[src/rtl/byte_dispatch_deframer.sv]
// Byte-stream deframer: assembles MSB-first dispatch instructions (NOP/RUN/SPK/CLR)
// from a host byte link into one MSB-aligned src word per instruction.
module byte_dispatch_deframer #(
  parameter int OPC_WIDTH = 2,
  parameter int RUN_WIDTH = 16,
  parameter int SPK_WIDTH = 12,
  parameter int SRC_WIDTH = 18
) (
  input  logic                 clk,
  input  logic                 arst,
  input  logic                 in_valid,
  output logic                 in_ready,
  input  logic [7:0]           in_byte,
  output logic                 src_valid,
  input  logic                 src_ready,
  output logic [SRC_WIDTH-1:0] src,
  output logic                 busy
);

  localparam int NB_RUN = (OPC_WIDTH + RUN_WIDTH + 7) / 8;
  localparam int NB_SPK = (OPC_WIDTH + SPK_WIDTH + 7) / 8;
  localparam int NB_MAX = (NB_RUN > NB_SPK) ? NB_RUN : NB_SPK;
  localparam int BUF_W  = 8 * NB_MAX;
  localparam int IDX_W  = (NB_MAX > 1) ? $clog2(NB_MAX) : 1;

  localparam logic [OPC_WIDTH-1:0] OPC_NOP = OPC_WIDTH'(0);
  localparam logic [OPC_WIDTH-1:0] OPC_RUN = OPC_WIDTH'(1);
  localparam logic [OPC_WIDTH-1:0] OPC_SPK = OPC_WIDTH'(2);

  // Handshake: a byte transfers on in_valid && in_ready, a word on src_valid && src_ready;
  // valid never depends on ready, and in_ready frees up in the same cycle src is popped.

  logic [IDX_W-1:0]     idx, last_idx, last_idx_q;
  logic [OPC_WIDTH-1:0] opc, opc_q;
  logic [BUF_W-1:0]     asm_buf, buf_next;
  logic                 first, last, accept, fire;

  assign in_ready = !arst && (!src_valid || src_ready);
  assign accept   = in_valid && in_ready;
  assign busy     = (idx != '0);

  always_comb begin
    first    = (idx == '0);
    opc      = first ? in_byte[7 -: OPC_WIDTH] : opc_q;
    last_idx = last_idx_q;
    if (first) begin
      case (opc)
        OPC_RUN: last_idx = IDX_W'(NB_RUN - 1);
        OPC_SPK: last_idx = IDX_W'(NB_SPK - 1);
        default: last_idx = '0;
      endcase
    end
    last = (idx == last_idx);
    fire = accept && last && (opc != OPC_NOP);
    // A new instruction starts from an all-zero buffer so short words have zero tails.
    buf_next = first ? '0 : asm_buf;
    for (int k = 0; k < NB_MAX; k++) begin
      if (idx == IDX_W'(k)) buf_next[8*(NB_MAX-k)-1 -: 8] = in_byte;
    end
  end

  always_ff @(posedge clk or posedge arst) begin
    if (arst) begin
      idx        <= '0;
      last_idx_q <= '0;
      opc_q      <= '0;
      asm_buf    <= '0;
      src_valid  <= 1'b0;
      src        <= '0;
    end else begin
      if (accept) begin
        asm_buf <= buf_next;
        if (first) begin
          opc_q      <= opc;
          last_idx_q <= last_idx;
        end
        idx <= last ? '0 : idx + IDX_W'(1);
      end
      // src is its own register so a stalled word survives further assembly.
      if (fire) begin
        src_valid <= 1'b1;
        src       <= buf_next[BUF_W-1 -: SRC_WIDTH];
      end else if (src_ready) begin
        src_valid <= 1'b0;
      end
    end
  end

endmodule

[config.mk]
export PLATFORM = sky130hd
export DESIGN_NAME = byte_dispatch_deframer
export DESIGN_NICKNAME = d
export VERILOG_FILES = /design/src/rtl/byte_dispatch_deframer.sv
export SDC_FILE = /design/constraint.sdc
export NUM_CORES = 1
export LEC_CHECK = 0
export CORE_AREA = 2 2 64 66
export DETAILED_ROUTE_END_ITERATION = 6
export DIE_AREA = 0 0 66 68
export GPL_TIMING_DRIVEN = 0
export PLACE_DENSITY = 0.77
export SYNTH_ARGS = -nofsm -noshare
export SYNTH_HDL_FRONTEND = slang
export SYNTH_SLANG_ARGS = --single-unit
export TNS_END_PERCENT = 10
[constraint.sdc]
create_clock -name clk -period 8.33 [get_ports clk]
set_input_delay 1.2495 -clock clk [delete_from_list [all_inputs] [get_ports clk]]
set_output_delay 1.2495 -clock clk [all_outputs]
set_load 0.01 [all_outputs]
==> results of run 1 <==
[critical path, stage by stage]
cell	delay, ns
clkdlybuf4s50_1	0.45
inv_1	0.05
a21oi_1	0.20
clkdlybuf4s50_1	0.57
[power groups by stage]
stage	sequential [W]	combinational, W	clock (W)
after global routing	0.000371	0.000435	0.000143
after CTS	0.000359	0.000403	0.000135
after global placement	0.000355	0.000386	0
after detailed placement	0.000363	0.000400	0
after floorplan	0.000370	0.000236	0
final	0.000359	0.000397	0.000131
[worst max path at each step]
stage / to / slack (ns)
detailed placement: src[0] / 4.52
floorplan: src[2] / 4.89
global placement: src[6] / 4.56
finish: in_ready / 4.56
global route: in_ready / 4.44
CTS: in_ready / 4.55
[flip-flops by register name, summed over array words and instances (netlist names)]
| register | flops |
|---|---|
| asm_buf | 18 |
| src | 18 |
| idx | 2 |
| last_idx_q | 2 |
| opc_q | 2 |
| src_valid | 1 |
[per-layer routing]
layer  wire [µm]  track usage  share of wire
met1        1711       0.2635           0.44
met2        1958       0.3068           0.50
met3         187      0.03947          0.048
met4          48      0.05612          0.012
met5           0            0              0
[stage by stage]
step	std cells	area [µm²]	setup slack, ns	power (W)
floorplan	173	1994	4.888	0.0006066
global route	260	2445	4.444	0.0009500
finish	260	2445	4.561	0.0008871
global placement	253	2357	4.557	0.0007406
detailed placement	253	2357	4.520	0.0007632
CTS	260	2445	4.548	0.0008972
[final cells by class]
class                           instances  share of cell area
Multi-Input combinational cell        116              0.3490
Sequential cell                        43              0.4401
Timing Repair Buffer                   30              0.1228
Inverter                                5            0.007677
Buffer                                  9             0.01894
Clock inverter                          1            0.002047
Clock buffer                            6             0.03378
Tap cell                               50             0.02559
[cell families (layout without fill, tap and decap cells)]
kind of cell / Yosys count / in the layout / share of synthesized area
buffers and inverters: 14 / 51 / 0.03262
AO/OA/AOI/OAI: 18 / 18 / 0.06901
multiplexers: 38 / 38 / 0.2146
AND/OR/NAND/NOR: 57 / 57 / 0.1255
adder cells (fa/ha/maj): 3 / 3 / 0.01882
flip-flops: 43 / 43 / 0.5395
[cells in the final DEF (no fill, tap or decap)]
master	n
a2111oi_4	1
a211o_1	1
a21o_1	1
a21oi_1	2
a22o_1	5
and2_0	1
and3_1	1
and3b_1	1
buf_2	1
buf_4	1
buf_6	1
clkbuf_1	6
clkbuf_8	6
clkdlybuf4s50_1	30
clkinv_2	1
dfrtp_1	43
ha_1	3
inv_1	4
inv_2	1
mux2_1	9
mux2_2	29
nand2_1	41
nand2b_1	4
nand3_1	1
nand3b_1	1
nor2_1	2
nor2b_1	3
nor3_1	1
o21ai_0	8
or3_1	1
==> flow_metrics.tcl, run 1 <==
set metrics [dict create \
    grt_pass1_wl_mm 6.341 \
    combPwrFrac 0.448 \
    post_cts_buffers 0 \
    required_ns 7.08 \
    r2r-start "idx[0]" \
    nets 225 \
    synth.distinct_cells 26 \
    diodes 0 \
    ctsHoldBuffers 0 \
    final_util 0.6340 \
    synth_largest_area_cell "dfrtp_1" \
    skew_ns 0.007901 \
    slew_violations 0 \
    synth_edf_count 0 \
    synth_top_area_share 0.5395 \
    p_int_w 0.0005915 \
    areaGrowthSynthToFinish_pct 22.58 \
    post_drt_wl_per_cell_um 15.02 \
    maxSlewHeadroom 0.4234 \
    firstDrtPassIters 4 \
    ys_seq_area_frac 0.5395 \
    yosys-top-cells-area "dfrtp_1 54%, mux2_2 16%, nand2_1 7.7%, mux2_1 5.1%, a22o_1 2.2%" \
    cp-startpoint "src_ready" \
    clk_pin_slew_ns 0.08 \
    core_mm2 0.003856 \
    io_buffers 30 \
    finalWirelength_mm 3.906 \
    h-tree-depth 2 \
    reg2reg_slack_ns 5.13 \
    dp_hpwl_mm 2.822 \
    numCtsBuffers 5 \
    drt_iter0_drc 73 \
    num_io_pins 33 \
    crit_fanout 3 \
    via_per_inst 5.327 \
    min_from "asm_buf[15]" \
    syn-num-nets 188 \
    grt_pass1_vias 1316 \
    grt_usage 0.1905 \
    grt_max_degree 44 \
    setup_tns_ns 0 \
    holdPathEnd "asm_buf[15]" \
    r2r_end "src[0]" \
    die_h_um 68 \
    ant_nets 0 \
    num_vias 1385 \
    cts_sinks 43 \
    hold_viol 0 \
    maxCapViolCount 0 \
    avgSynthCellArea_um2 11.53 \
    max_freq_mhz 265.3 \
    synthCells 173 \
    synth-seq-cells 43 \
    endpoint_kind "output pin" \
    status "finished, final reports clean" \
    crit_arrival_ns 2.52 \
    leakagePower_nw 1.128 \
    worst_pin_slew_ns 0.8637 \
    period_share 0.4524 \
    antenna_found_initial 0 \
    swShare 0.3332 \
    seq_power_share 0.404 \
    die_x_um 66 \
    worstSetupPathType "input port to output pin" \
    cts-root-buf "clkbuf_8" \
    initial_core_util 0.5172 \
    drive_gt1_frac 0.1952 \
    ys_warn_count 0 \
    insertion_delay_ns 0.28 \
    fillers 307 \
    reg2reg_depth 9 \
    drcViolationCount 0 \
    switching_power_w 0.0002956 \
    hold_ws_ns 0.4849 \
    globalplace.congestion 0.8337 \
    peakVddDrop_uv 212.8 \
    regArea_mm2 0.001076 \
    start_kind "input port" \
    multi_input_area_um2 853.3 \
    min_period_ns 3.769 \
    grt_overflow 0 \
    netlist_area_mm2 0.001994 \
    hold_depth 2 \
    powerDensity_mw_per_mm2 362.8 \
    dieArea_mm2 0.004488 \
    synthArstFlopShare 1.000 \
    synth_ff_type "dfrtp_1" \
    ctsLongestPathBuffers 2 \
    grt_setup_unrepaired "no" \
    setup_viol_count_final 0 \
    cts_tree "yes" \
    clock_power_share 0.148 \
    cts_resized 0 \
    yosys.cell_count.top_type "dfrtp_1" \
    rows 23 \
    worstHoldPathType "flip-flop to flip-flop" \
    synth_common_cells "43 x dfrtp_1, 41 x nand2_1, 29 x mux2_2, 9 x mux2_1, 8 x o21ai_0" \
]
(Power assumes the default switching activity.)
==> inputs of run 2 (changes only) <==
- CORE_AREA: 2 2 64 66 -> 2 2 65 67
- DIE_AREA: 0 0 66 68 -> 0 0 67 69
- PLACE_DENSITY: 0.77 -> 0.75
- clock period: 8.33 -> 3.9 ns (I/O delays scaled with it)
==> flow_metrics.tcl, run 2 (synthesized netlist as in run 1, its figures left out) <==
set metrics [dict create \
    powerDensity_mw_per_mm2 785.2 \
    skew_ns 0.004341 \
    peakVddDrop_uv 400.2 \
    reg2reg_slack_ns 0.68 \
    dp_hpwl_mm 2.777 \
    dpl-instance-area_mm2 0.002357 \
    path_cells "inv_1 > ha_1 > buf_4 > and3b_1 > or3_1 > a211o_1 > a2111oi_4 > buf_6 > mux2_1" \
    stdcell_area_mm2 0.002457 \
    leakagePower_nw 1.133 \
    dieArea_mm2 0.004623 \
    hold_viol 0 \
    nets 225 \
    cts_resized 0 \
    mostFrequentLayoutCells "43 x dfrtp_1, 41 x nand2_1, 30 x clkdlybuf4s50_1, 29 x mux2_2, 9 x mux2_1" \
    maxSlewHeadroom 0.4185 \
    period_share 0.8253 \
    rows 23 \
    via_per_inst 5.414 \
    h-tree-depth 2 \
    top_regs "asm_buf x18, src x18" \
    endpoint_kind "flip-flop" \
    clock_power_share 0.162 \
    areaGrowthSynthToFinish_pct 23.21 \
    firstDrtPassIters 4 \
    insertion_delay_ns 0.30 \
    ant_nets 0 \
    clk_pin_slew_ns 0.08 \
    grt_overflow 0 \
    multi_input_area_um2 853.3 \
    grt_max_degree 44 \
    die_x_um 67 \
    regArea_mm2 0.001076 \
    post_cts_buffers 0 \
    status "finished, final reports clean" \
    worstHoldPathType "flip-flop to flip-flop" \
    crit_fanout 10 \
    slowest_stage "a2111oi_4" \
    ctsLongestPathBuffers 2 \
    globalplace.congestion 0.8268 \
    num_vias 1413 \
    final_common_cell "dfrtp_1" \
    swShare 0.3336 \
    drcViolationCount 0 \
    seq_power_share 0.397 \
    p_int_w 0.001286 \
    post_drt_wl_per_cell_um 15.33 \
    finalWirelength_mm 4.000 \
    cts_tree "yes" \
    slew_violations 0 \
    worst_pin_slew_ns 0.8710 \
    diodes 0 \
    setup_tns_ns 0 \
    start_kind "flip-flop" \
    cts_sinks 43 \
    grt_setup_unrepaired "no" \
    grt_pass1_wl_mm 6.492 \
    required_ns 4.08 \
    drive_gt1_frac 0.1943 \
    switching_power_w 0.0006436 \
    ctsHoldBuffers 0 \
    drt_iter0_drc 64 \
    critPathMaxStageDelay_ns 0.72 \
    worstSetupPathType "flip-flop to flip-flop" \
    min_period_ns 3.219 \
    numCtsBuffers 5 \
    initial_core_util 0.5096 \
    core_mm2 0.003914 \
    crit_arrival_ns 3.40 \
    setup_viol_count_final 0 \
    fillers 331 \
    num_io_pins 33 \
    grt_usage 0.1861 \
    grt_pass1_vias 1418 \
    max_freq_mhz 310.7 \
    combPwrFrac 0.441 \
    maxCapViolCount 0 \
    die_h_um 69 \
    antenna_found_initial 0 \
    io_buffers 30 \
    cts-root-buf "clkbuf_8" \
]
==> run 2: cell types whose count changed in the layout (fill, tap and decap cells not counted), sizes merged <==
cell / before / now
clkinv: 1 / 0
clkbuf: 12 / 14
==> run 2: power groups by stage <==
stage          clock (W)  combinational, W  sequential, W
2_1_floorplan          0          0.000505       0.000791
3_3_place_gp           0          0.000825       0.000758
3_5_place_dp           0          0.000858       0.000772
4_1_cts         0.000313          0.000863       0.000765
5_1_grt         0.000335          0.000925       0.000789
6_report        0.000312          0.000851       0.000766
==> run 2: critical path: cells and delay by family (launching register included) <==
family,cells,cell delay (ns)
AO/OA/AOI/OAI,2,1.09
adder cells (fa/ha/maj),1,0.22
buffers and inverters,3,0.51
flip-flops,1,0.42
multiplexers,1,0.34
AND/OR/NAND/NOR,2,0.50
==> run 2: final timing paths <==
| kind | startpoint | end | cells past startpoint |
|---|---|---|---|
| min reg2reg | asm_buf[8] | asm_buf[8] | 2 |
| max | idx[0] | src[0] | 9 |
| min in group asynchronous | arst | src_valid | 2 |
| max reg2reg | idx[0] | src[0] | 9 |
| min | asm_buf[8] | asm_buf[8] | 2 |
| max in group asynchronous | arst | asm_buf[12] | 2 |
==> run 2: metrics by stage <==
| step | setup slack [ns] | std cells | total power, W | util | hold slack [ns] |
|---|---|---|---|---|---|
| 5_1_grt | 0.4865 | 261 | 0.002049 | 0.6279 | 0.5067 |
| 3_3_place_gp | 0.7616 | 253 | 0.001583 | 0.6023 | 0.4574 |
| 4_1_cts | 0.6452 | 261 | 0.001940 | 0.6279 | 0.4854 |
| 6_report | 0.6813 | 261 | 0.001929 | 0.6279 | 0.4831 |
| 3_5_place_dp | 0.6550 | 253 | 0.001630 | 0.6023 | 0.4667 |
| 2_1_floorplan | 1.054 | 173 | 0.001296 | - | 0.4456 |
==> run 2: area by class of cell <==
class	instances	share of cell area
Sequential cell	43	0.4379
Inverter	5	0.007637
Tap cell	50	0.02546
Clock buffer	8	0.04073
Buffer	9	0.01884
Timing Repair Buffer	30	0.1222
Multi-Input combinational cell	116	0.3472
==> run 2: per-layer routing <==
layer	track usage	share of wire	vias up
met2	0.2882	0.49	45
met3	0.04241	0.040	11
li1	-	-	660
met1	0.2423	0.45	697
met5	0	0	-
met4	0.09297	0.026	0
==> inputs of run 3 (changes only) <==
- CORE_AREA: 2 2 65 67 -> 2 2 69 71
- DIE_AREA: 0 0 67 69 -> 0 0 71 73
- PLACE_DENSITY: 0.75 -> 0.7
- clock period: 3.9 -> 2.7 ns (I/O delays scaled with it)
==> flow_metrics.tcl, run 3 (synthesized netlist as in run 1, its figures left out) <==
set metrics [dict create \
    status "finished, final reports clean" \
    critPathMaxStageDelay_ns 0.38 \
    ctsLongestPathBuffers 2 \
    drive_gt1_frac 0.2315 \
    met1_usage 0.2052 \
    leakagePower_nw 1.162 \
    core_mm2 0.004536 \
    io_buffers 30 \
    finalWirelength_mm 3.856 \
    ctsHoldBuffers 0 \
    skew_ns 0.009576 \
    final_common_cell "dfrtp_1" \
    grt_usage 0.1642 \
    use_met2 0.2845 \
    worst-path-buf-inv 3 \
    worstHoldPathType "input port to async pin" \
    grt_pass1_wl_mm 6.541 \
    maxCapViolCount 0 \
    cts_sinks 43 \
    grt_max_degree 43 \
    dp.cells 258 \
    period_share 0.9585 \
    cts-root-buf "clkbuf_8" \
    areaGrowthSynthToFinish_pct 25.53 \
    drcViolationCount 0 \
    cts_tree "yes" \
    nets 230 \
    stdcell_area_mm2 0.002504 \
    mostFrequentLayoutCells "43 x dfrtp_1, 41 x nand2_1, 30 x clkdlybuf4s50_1, 29 x mux2_2, 9 x mux2_1" \
    initial_core_util 0.4397 \
    dieArea_mm2 0.005183 \
    r2r-start "idx[0]" \
    path_cells "inv_2 > ha_2 > buf_6 > and3b_1 > or3_1 > a211o_1 > a2111oi_4 > buf_4 > mux2_2" \
    cp-startpoint "idx[0]" \
    layout.cells.non_filler 270 \
    setup_viol_count_final 0 \
    top_regs "asm_buf x18, src x18" \
    rows 25 \
    insertion_delay_ns 0.29 \
    antenna_found_initial 0 \
    grt_pass1_vias 1419 \
    peakVddDrop_uv 525.7 \
    numCtsBuffers 5 \
    crit_arrival_ns 2.76 \
    min_period_ns 2.588 \
    start_kind "flip-flop" \
    reg2reg_depth 9 \
    ant_nets 0 \
    maxSlewHeadroom 0.6069 \
    slowest_stage "dfrtp_1" \
    die_x_um 71 \
    r2r_end "src[11]" \
    globalplace.congestion 0.7496 \
    drt_iter0_drc 47 \
    powerDensity_mw_per_mm2 1104 \
    max_freq_mhz 386.4 \
    num_vias 1395 \
    via_per_inst 5.167 \
    worstSetupPathType "flip-flop to flip-flop" \
    endpoint_kind "flip-flop" \
    cp_top_family "compound AO/OA/AOI/OAI gates" \
    grt_setup_unrepaired "yes" \
    grt_overflow 0 \
    num_io_pins 33 \
    grt_util_met3 0.03591 \
    slew_violations 0 \
    clk_pin_slew_ns 0.08 \
    fillers 398 \
    hold_viol 0 \
    die_h_um 73 \
    grt.busiest_layer "met2" \
    diodes 0 \
    dpl-instance-area_mm2 0.002389 \
    required_ns 2.87 \
    crit_fanout 10 \
    post_drt_wl_per_cell_um 14.28 \
    h-tree-depth 2 \
    firstDrtPassIters 4 \
    dp_hpwl_mm 2.681 \
    worst_pin_slew_ns 0.5897 \
    reg2reg_slack_ns 0.11 \
]
## run 3: cell count changes in the layout (fill, tap and decap cells not counted), sizes merged
| cell | previous run | this run |
|---|---|---|
| buf | 3 | 8 |
| clkbuf | 14 | 11 |
| clkinv | 0 | 3 |
## run 3: power by group
part	internal (W)	switching [W]	total [W]	leakage, nW
Clock	0.000177	0.000214	0.000392	0.0477
Combinational	0.000716	0.000565	0.00128	0.568
Sequential	0.000945	0.000146	0.00109	0.547
Total	0.00184	0.000925	0.00276	1.16
## run 3: what timing repair did
action	in CTS	in global routing
hold endpoints to repair	0	0
endpoints found under the setup margin	20	19
pin swaps	1	1
setup buffers	4	0
gates resized for setup	0	3
## run 3: worst max-delay path by stage
stage / endpoint / cells after the start
final: src[11] / 9
after global routing: src[12] / 9
after CTS: src[16] / 9
after detailed placement: src[2] / 9
after global placement: src[7] / 9
after floorplan: src[2] / 9
## run 3: metrics by stage
step	hold slack (ns)	power (W)	worst slack [ns]	setup TNS [ns]	util
6_report	0.3186	0.002763	0.1122	0	0.5520
5_1_grt	0.3156	0.002969	-0.01832	-0.1014	0.5520
4_1_cts	0.3112	0.002794	0.02918	0	0.5517
3_5_place_dp	0.4625	0.002361	-0.3521	-4.489	0.5266
3_3_place_gp	0.4572	0.002317	-0.3426	-4.456	0.5222
2_1_floorplan	0.4456	0.001881	0.02031	0	-
## run 3: area by class of cell
class | count | area (µm²) | share of cell area
Buffer | 9 | 51.30 | 0.02049
Clock buffer | 5 | 68.82 | 0.02749
Clock inverter | 3 | 15.01 | 0.005997
Inverter | 5 | 18.77 | 0.007496
Multi-Input combinational cell | 116 | 855.8 | 0.3418
Sequential cell | 43 | 1076 | 0.4298
Tap cell | 54 | 67.56 | 0.02699
Timing Repair Buffer | 35 | 350.3 | 0.1399
## run 3: routing by layer
metal  vias up  wire (µm)
li1        670          -
met1       690       1760
met4         0         50
met5         -          0
met3         4        141
met2        31       1904
